`src/rtl/uart_tx_ctrl.sv`:
```
// UART 8N1 transmit controller with a runtime-programmable baud divisor.
// Bytes enter over valid/ready; tx_o is a registered, glitch-free line.
module uart_tx_ctrl #(
  parameter int CLOCK_SYS    = 100_000_000,
  parameter int BAUD_DEFAULT = 115200,
  parameter int DIV_W        = 16
) (
  input  logic             clk,
  input  logic             reset,
  input  logic             div_load,
  input  logic [DIV_W-1:0] div_val,
  input  logic [7:0]       tx_data,
  input  logic             tx_valid,
  output logic             tx_ready,
  output logic             tx_o,
  output logic             busy
);

  localparam logic [DIV_W-1:0] DIV_RST =
    DIV_W'(CLOCK_SYS / BAUD_DEFAULT);
  localparam logic [DIV_W-1:0] DIV_MIN = DIV_W'(2);

  typedef enum logic [1:0] {
    IDLE,
    START,
    DATA,
    STOP
  } state_e;

  state_e           state_q, state_d;
  logic [DIV_W-1:0] div_q, div_d;
  logic [DIV_W-1:0] cnt_q, cnt_d;
  logic [7:0]       shift_q, shift_d;
  logic [2:0]       idx_q, idx_d;
  logic             tx_q, tx_d;
  logic             tick;
  logic             accept;

  assign tx_ready = (state_q == IDLE);
  assign busy     = ~tx_ready;
  assign tx_o     = tx_q;
  assign accept   = tx_valid & tx_ready;
  assign tick     = (cnt_q == div_q - DIV_W'(1));

  always_comb begin
    state_d = state_q;
    div_d   = div_q;
    cnt_d   = tick ? '0 : cnt_q + DIV_W'(1);
    shift_d = shift_q;
    idx_d   = idx_q;
    tx_d    = tx_q;
    unique case (state_q)
      IDLE: begin
        cnt_d = '0;
        tx_d  = 1'b1;
        // the accepted frame already sees the newly loaded divisor
        if (div_load) begin
          div_d = (div_val < DIV_MIN) ? DIV_MIN : div_val;
        end
        if (accept) begin
          shift_d = tx_data;
          state_d = START;
          tx_d    = 1'b0;
        end
      end
      START: begin
        if (tick) begin
          state_d = DATA;
          idx_d   = 3'd0;
          tx_d    = shift_q[0];
        end
      end
      DATA: begin
        if (tick) begin
          shift_d = shift_q >> 1;
          idx_d   = idx_q + 3'd1;
          if (idx_q == 3'd7) begin
            state_d = STOP;
            tx_d    = 1'b1;
          end else begin
            tx_d = shift_q[1];
          end
        end
      end
      STOP: begin
        if (tick) begin
          state_d = IDLE;
          tx_d    = 1'b1;
        end
      end
      default: begin
        state_d = IDLE;
        tx_d    = 1'b1;
      end
    endcase
  end

  always_ff @(posedge clk or negedge reset) begin
    if (!reset) begin
      state_q <= IDLE;
      div_q   <= DIV_RST;
      cnt_q   <= '0;
      shift_q <= '0;
      idx_q   <= '0;
      tx_q    <= 1'b1;
    end else begin
      state_q <= state_d;
      div_q   <= div_d;
      cnt_q   <= cnt_d;
      shift_q <= shift_d;
      idx_q   <= idx_d;
      tx_q    <= tx_d;
    end
  end

endmodule

```
`config.mk`:
```
export PLATFORM = sky130hd
export DESIGN_NAME = uart_tx_ctrl
export DESIGN_NICKNAME = d
export VERILOG_FILES = /design/src/rtl/uart_tx_ctrl.sv
export SDC_FILE = /design/constraint.sdc
export NUM_CORES = 1
export LEC_CHECK = 0
export CAP_MARGIN = 0
export CORE_ASPECT_RATIO = 0.6
export CORE_MARGIN = 2
export CORE_UTILIZATION = 40
export CTS_BUF_LIST = sky130_fd_sc_hd__clkbuf_16
export DETAILED_ROUTE_END_ITERATION = 8
export HOLD_SLACK_MARGIN = 0.05
export PLACE_DENSITY = 0.65
export REMOVE_ABC_BUFFERS = 1
export SLEW_MARGIN = 5
export SYNTH_ARGS = -nofsm -noshare
export SYNTH_HDL_FRONTEND = slang
export SYNTH_SLANG_ARGS = --single-unit
```
`constraint.sdc`:
```
create_clock -name clk -period 3.4 [get_ports clk]
set_input_delay 0.34 -clock clk [delete_from_list [all_inputs] [get_ports clk]]
set_output_delay 0.34 -clock clk [all_outputs]
set_load 0.01 [all_outputs]
```
* Word-level counts from Yosys, hierarchy flattened *
Index checks and enable logic that the tools add are counted.

storage, ports and cells
  register bits = 46
  latch bits = 0
  bits in writable memories = 0
  memory bits (read-only) = 0
  bits of input ports = 28
  word-level logic and storage cells = 51
  memories kept = 0

operators by class
  $add $sub $neg = 3
  $mul = 0
  div/mod/pow operators = 0
  magnitude comparators = 1
  equal/unequal tests = 10
  shift operators = 0
  mux-type cells = 21
  bitwise gates (word level) = 2
  reductions and logical operators = 8

operators with widths
  operator                                                                        count
  16-bit two-way mux                                                              3
  16-bit by 1-bit adder with 16-bit output (second input constant)                1
  16-bit == test                                                                  1
  16-bit by 2-bit less-than comparator with 1-bit output (second input constant)  1
  8-bit two-way mux                                                               2
  8-bit one-hot mux with 2 select lines                                           1
  16-bit by 1-bit subtractor with 16-bit output (second input constant)           1
  2-bit two-way mux                                                               5
  3-bit AND reduction                                                             3
  2-bit != test (second input constant)                                           4
  2-bit one-hot mux with 4 select lines                                           1
  3-bit two-way mux                                                               2
  3-bit one-hot mux with 2 select lines                                           1
  1-bit two-way mux                                                               5
  5-bit AND reduction                                                             1
  2-bit == test (second input constant)                                           2
  1-bit one-hot mux with 4 select lines                                           1
  2-bit nonzero test                                                              2
  3-bit by 1-bit adder with 3-bit output (second input constant)                  1
  3-bit == test (second input constant)                                           1
  2-bit by 1-bit == test with 1-bit output (second input constant)                1
  2-bit zero test                                                                 1
  2-bit by 1-bit != test with 1-bit output (second input constant)                1
  2-bit AND reduction                                                             1
  2 further kinds                                                                 2

* Depth between registers and ports, before layout *
  depth in word-level cells = 4
  gate-level depth with buffers = 12

* Worst setup path before layout *
Ideal clock, no wire load.

  path type = register -> register
  start = register div_q[0]
  end = register shift_q[1]
  setup time = 0.125 ns
  arrival = 3.253 ns
  path slack = 0.022 ns
  stages on the path, launching flop included = 12
  period minus slack after synthesis = 3.378 ns
  cell sequence = dfrtp_1 -> clkbuf_1 -> inv_1 -> ha_1 -> buf_2 -> or3b_2 -> or4_1 -> o311a_1 -> a211oi_2 -> o2111ai_2 -> a211oi_4 -> mux2_2

on the way
  longest elaborated chain between the ends = 4

ends and longest elaborated chain
  what                                           RTL line  source
  from (decl)                                    31        logic [DIV_W-1:0] div_q, div_d;
  from (signal assigned)                         108       div_q <= div_d;
  16-bit by 1-bit subtractor with 16-bit output  43        assign tick = (cnt_q == div_q - DIV_W'(1));
  16-bit == test                                 43
  2-bit != test (no line)                        n/a
  3-bit AND reduction (no line)                  n/a
  to (signal assigned)                           110       shift_q <= shift_d;
  to (decl)                                      33        logic [7:0] shift_q, shift_d;

No other way between the ends.
A chain may end at the register's enable or synchronous reset.

* Worst setup path after layout *
  start = register div_q[1]
  end = register shift_q[5]

The elaborated chain is that of the path after synthesis.

==> flow_summary.toml <==
[detailed_routing]
routedWlPerCell_um = 15.55
post_drt_via_cell_ratio = 5.433
post-route-drc-count = 0
firstDrtPassIters = 4
drt-initial-drc-count = 112
route.met2.wl_um = 2431
route.met3.wl_um = 280
routed.top_layer = "met4"
wirelength_um = 6220
wl_met1_um = 3461
num_vias = 2173
postRouteAntennaNets = 0

[sta]
relSlewSlack = 0.3141
period_share = 0.9492
hold_slack_ns = 0.2328
min_period_ns = 3.227
hold_viol = 0
rsz0062_at_grt = "false"
setup_tns_ns = 0
setup_violations = 0
drv_slew = 0
tightest_slew_ns = 1.029
max_freq_mhz = 309.9
clock_skew_ns = 0.005825

[critical_path]
critical_path_class = "reg -> reg"
path_delay_family = "simple AND/OR/NAND/NOR gates"
worstPathArrival_ns = 3.40
critPathRequiredTime_ns = 3.57
critPathLaunchType = "flop"
slowest_stage = "or4_1"
worstPathCellList = "inv_1, ha_1, or3b_2, or4_1, o311a_1, a211oi_2, o2111ai_4, a211oi_4, buf_12, mux2_2"
crit_path_end_kind = "flop"
path_max_fanout = 8
critPathBufInv = 2
crit_path_max_incr_delay_ns = 0.53

[synthesis]
syn_area_per_cell_um2 = 10.01
syn_inst = 281
synth_area_mm2 = 0.002811
synthFlopType = "dfrtp_1"
yosysWarningCount = 0
synth_edf_count = 0
synth_area_leaders = "dfrtp_1 (36%), mux2_2 (12%), dfstp_2 (5.6%)"
async_reset_ff_frac = 1.000
synth_top_area_share = 0.3560
ys_seq_elements = 46
synth.yosys.seq_area_share = 0.4121
yosysUniqueCellTypes = 51
synth_top_area_cell = "dfrtp_1"

[die]
io_pins = 31
core_area_mm2 = 0.006734
die_w_um = 112.2
dieArea_mm2 = 0.007737
start_util = 0.4175
die_h_um = 68.94
row_count = 23

[layout]
finish.utilization = 0.5041
nets = 348
n_fill_cell = 642
areaGrowthSynthToFinish_pct = 20.74
num_antenna_cells = 0
drive_gt1_frac = 0.1981

[placement]
port_buffers = 30
post-dp-hpwl_um = 4756
gp_congestion = 0.8931

[clock_tree]
clock_sinks = 46
cts_tree = "yes"
cts_buffers = 5
root_buffer = "clkbuf_16"
clkTransAtPathRegs_ns = 0.06
ctsHtreeMaxLevel = 2
clockBufferDepth = 2
worstSkewPairLatency_ns = 0.29

[pwr]
powerDensity_mw_per_mm2 = 823.4
p_clk_frac = 0.170
switchingPower_w = 0.001058
internal_power_w = 0.001737
sequentialPowerShare = 0.360
ir_drop_mv = 0.3562
power_frac_comb = 0.470
p_leak_nw = 1.379
power.total_w = 0.002795
switching_share = 0.3787

[grt]
grt_pass1_vias = 2017
grtUsageTotal = 0.1720
overflow = 0
grt_max_degree = 47
antenna_found_initial = 0
grt_first_pass_wirelength_um = 10380

[outcome]
status = "finished clean"

[worst_hold_path]
hold_class = "in -> async"

[job]
maxCapViolCount = 0
synth_stat cells (3+ instances only):
cell      number
nand4_1        4
clkbuf_1      11
dfstp_2        6
ha_1           8
xnor2_1       16
dfrtp_1       40
nor2b_1        3
nor3_1         6
nand3b_1       3
inv_1         11
and3_1         6
nor4_1         6
xor2_1        13
or4_1          4
nand2_1       16
a21oi_1        6
nand3_1        7
nor2_1        32
mux2i_1        5
o21ai_0        7
mux2_2        30
state kept, by name (all words and copies together), names as in the netlist:
name	count
cnt_q	16
idx_q	3
tx_o	1
shift_q	8
state_q	2
div_q	16
power by group through the flow:
stage	registers (W)	logic [W]	clock network, W
final	0.00101	0.00131	0.000476
after CTS	0.00100	0.00125	0.000486
after global routing	0.00104	0.00146	0.000506
after global placement	0.00101	0.00122	0
after floorplan	0.000958	0.000897	0
after detailed placement	0.00101	0.00125	0
repair_timing:
action	CTS	global route
endpoints found under the setup margin	0	8
hold buffers	0	0
buffers inserted	0	1
resized for setup	0	2
cell families (layout without fill, tap and decap cells):
| kind of cell | after synthesis | after routing | share of synthesized area |
|---|---|---|---|
| adder cells (fa/ha/maj) | 8 | 8 | 0.03560 |
| buffers and inverters | 26 | 58 | 0.03560 |
| XOR/XNOR | 29 | 29 | 0.09034 |
| multiplexers | 36 | 36 | 0.1420 |
| flip-flops | 46 | 46 | 0.4121 |
| AND/OR/NAND/NOR | 102 | 102 | 0.1918 |
| AO/OA/AOI/OAI | 34 | 34 | 0.09257 |
area by class of cell:
cell class | instances | area (um^2) | share of cell area
well taps | 87 | 108.9 | 0.03207
clock buffers | 5 | 125.1 | 0.03686
repair buffers | 39 | 375.4 | 0.1106
multi-input cells | 209 | 1569 | 0.4622
flip-flops and latches | 46 | 1159 | 0.3413
clock inverters | 3 | 16.27 | 0.004792
inverters | 11 | 41.29 | 0.01216
worst register-to-register path: stages (launching register included):
cell and delay, ns:
dfrtp_1 0.37, inv_1 0.07, ha_1 0.15, or3b_2 0.52
or4_1 0.53, o311a_1 0.14, a211oi_2 0.29, o2111ai_4 0.24
a211oi_4 0.31, buf_12 0.16, mux2_2 0.33
worst paths after layout:
| check | start | endpoint | slack [ns] | cells past startpoint |
|---|---|---|---|---|
| max in group asynchronous | reset | state_q[0]$_DFFE_PN0P_ | 2.54 | 1 |
| min in group clk | tx_o$_DFFE_PN1P_ | tx_o$_DFFE_PN1P_ | 0.46 | 2 |
| max | div_q[1]$_DFFE_PN0P_ | shift_q[5]$_DFFE_PN0P_ | 0.17 | 10 |
| max reg2reg | div_q[1]$_DFFE_PN0P_ | shift_q[5]$_DFFE_PN0P_ | 0.17 | 10 |
| min reg2reg | tx_o$_DFFE_PN1P_ | tx_o$_DFFE_PN1P_ | 0.46 | 2 |
| min | reset | shift_q[3]$_DFFE_PN0P_ | 0.23 | 1 |
routing by layer:
layer  track usage  vias up
met5             0        -
met4       0.03659        0
met3       0.03846        5
met2        0.2440       57
met1        0.2655     1056
li1              -     1055
placed cells by master, fill, tap and decap left out, types with 3 or more instances in the layout:
master and instances:
and3_1 6, mux2i_1 5, buf_4 8, dfstp_2 6, nand4_1 4, clkdlybuf4s50_1 29
o21ai_0 7, clkbuf_16 5, nor4_1 6, inv_1 11, nor2_1 32, nand2_1 16
dfrtp_1 40, nor3_1 6, or4_1 4, xor2_1 13, mux2_2 30, nand3_1 7
xnor2_1 16, ha_1 8, nand3b_1 3, nor2b_1 3, a21oi_1 6
through the flow:
stage / cells / setup slack (ns) / cell area (um^2)
floorplan: 266 / 0.1022 / 2753
global placement: 391 / 0.1645 / 3217
detailed placement: 391 / 0.05492 / 3217
CTS: 399 / 0.04843 / 3358
global route: 400 / 0.008202 / 3395
finish: 400 / 0.1727 / 3395
Power figures use the tool's default switching activity.
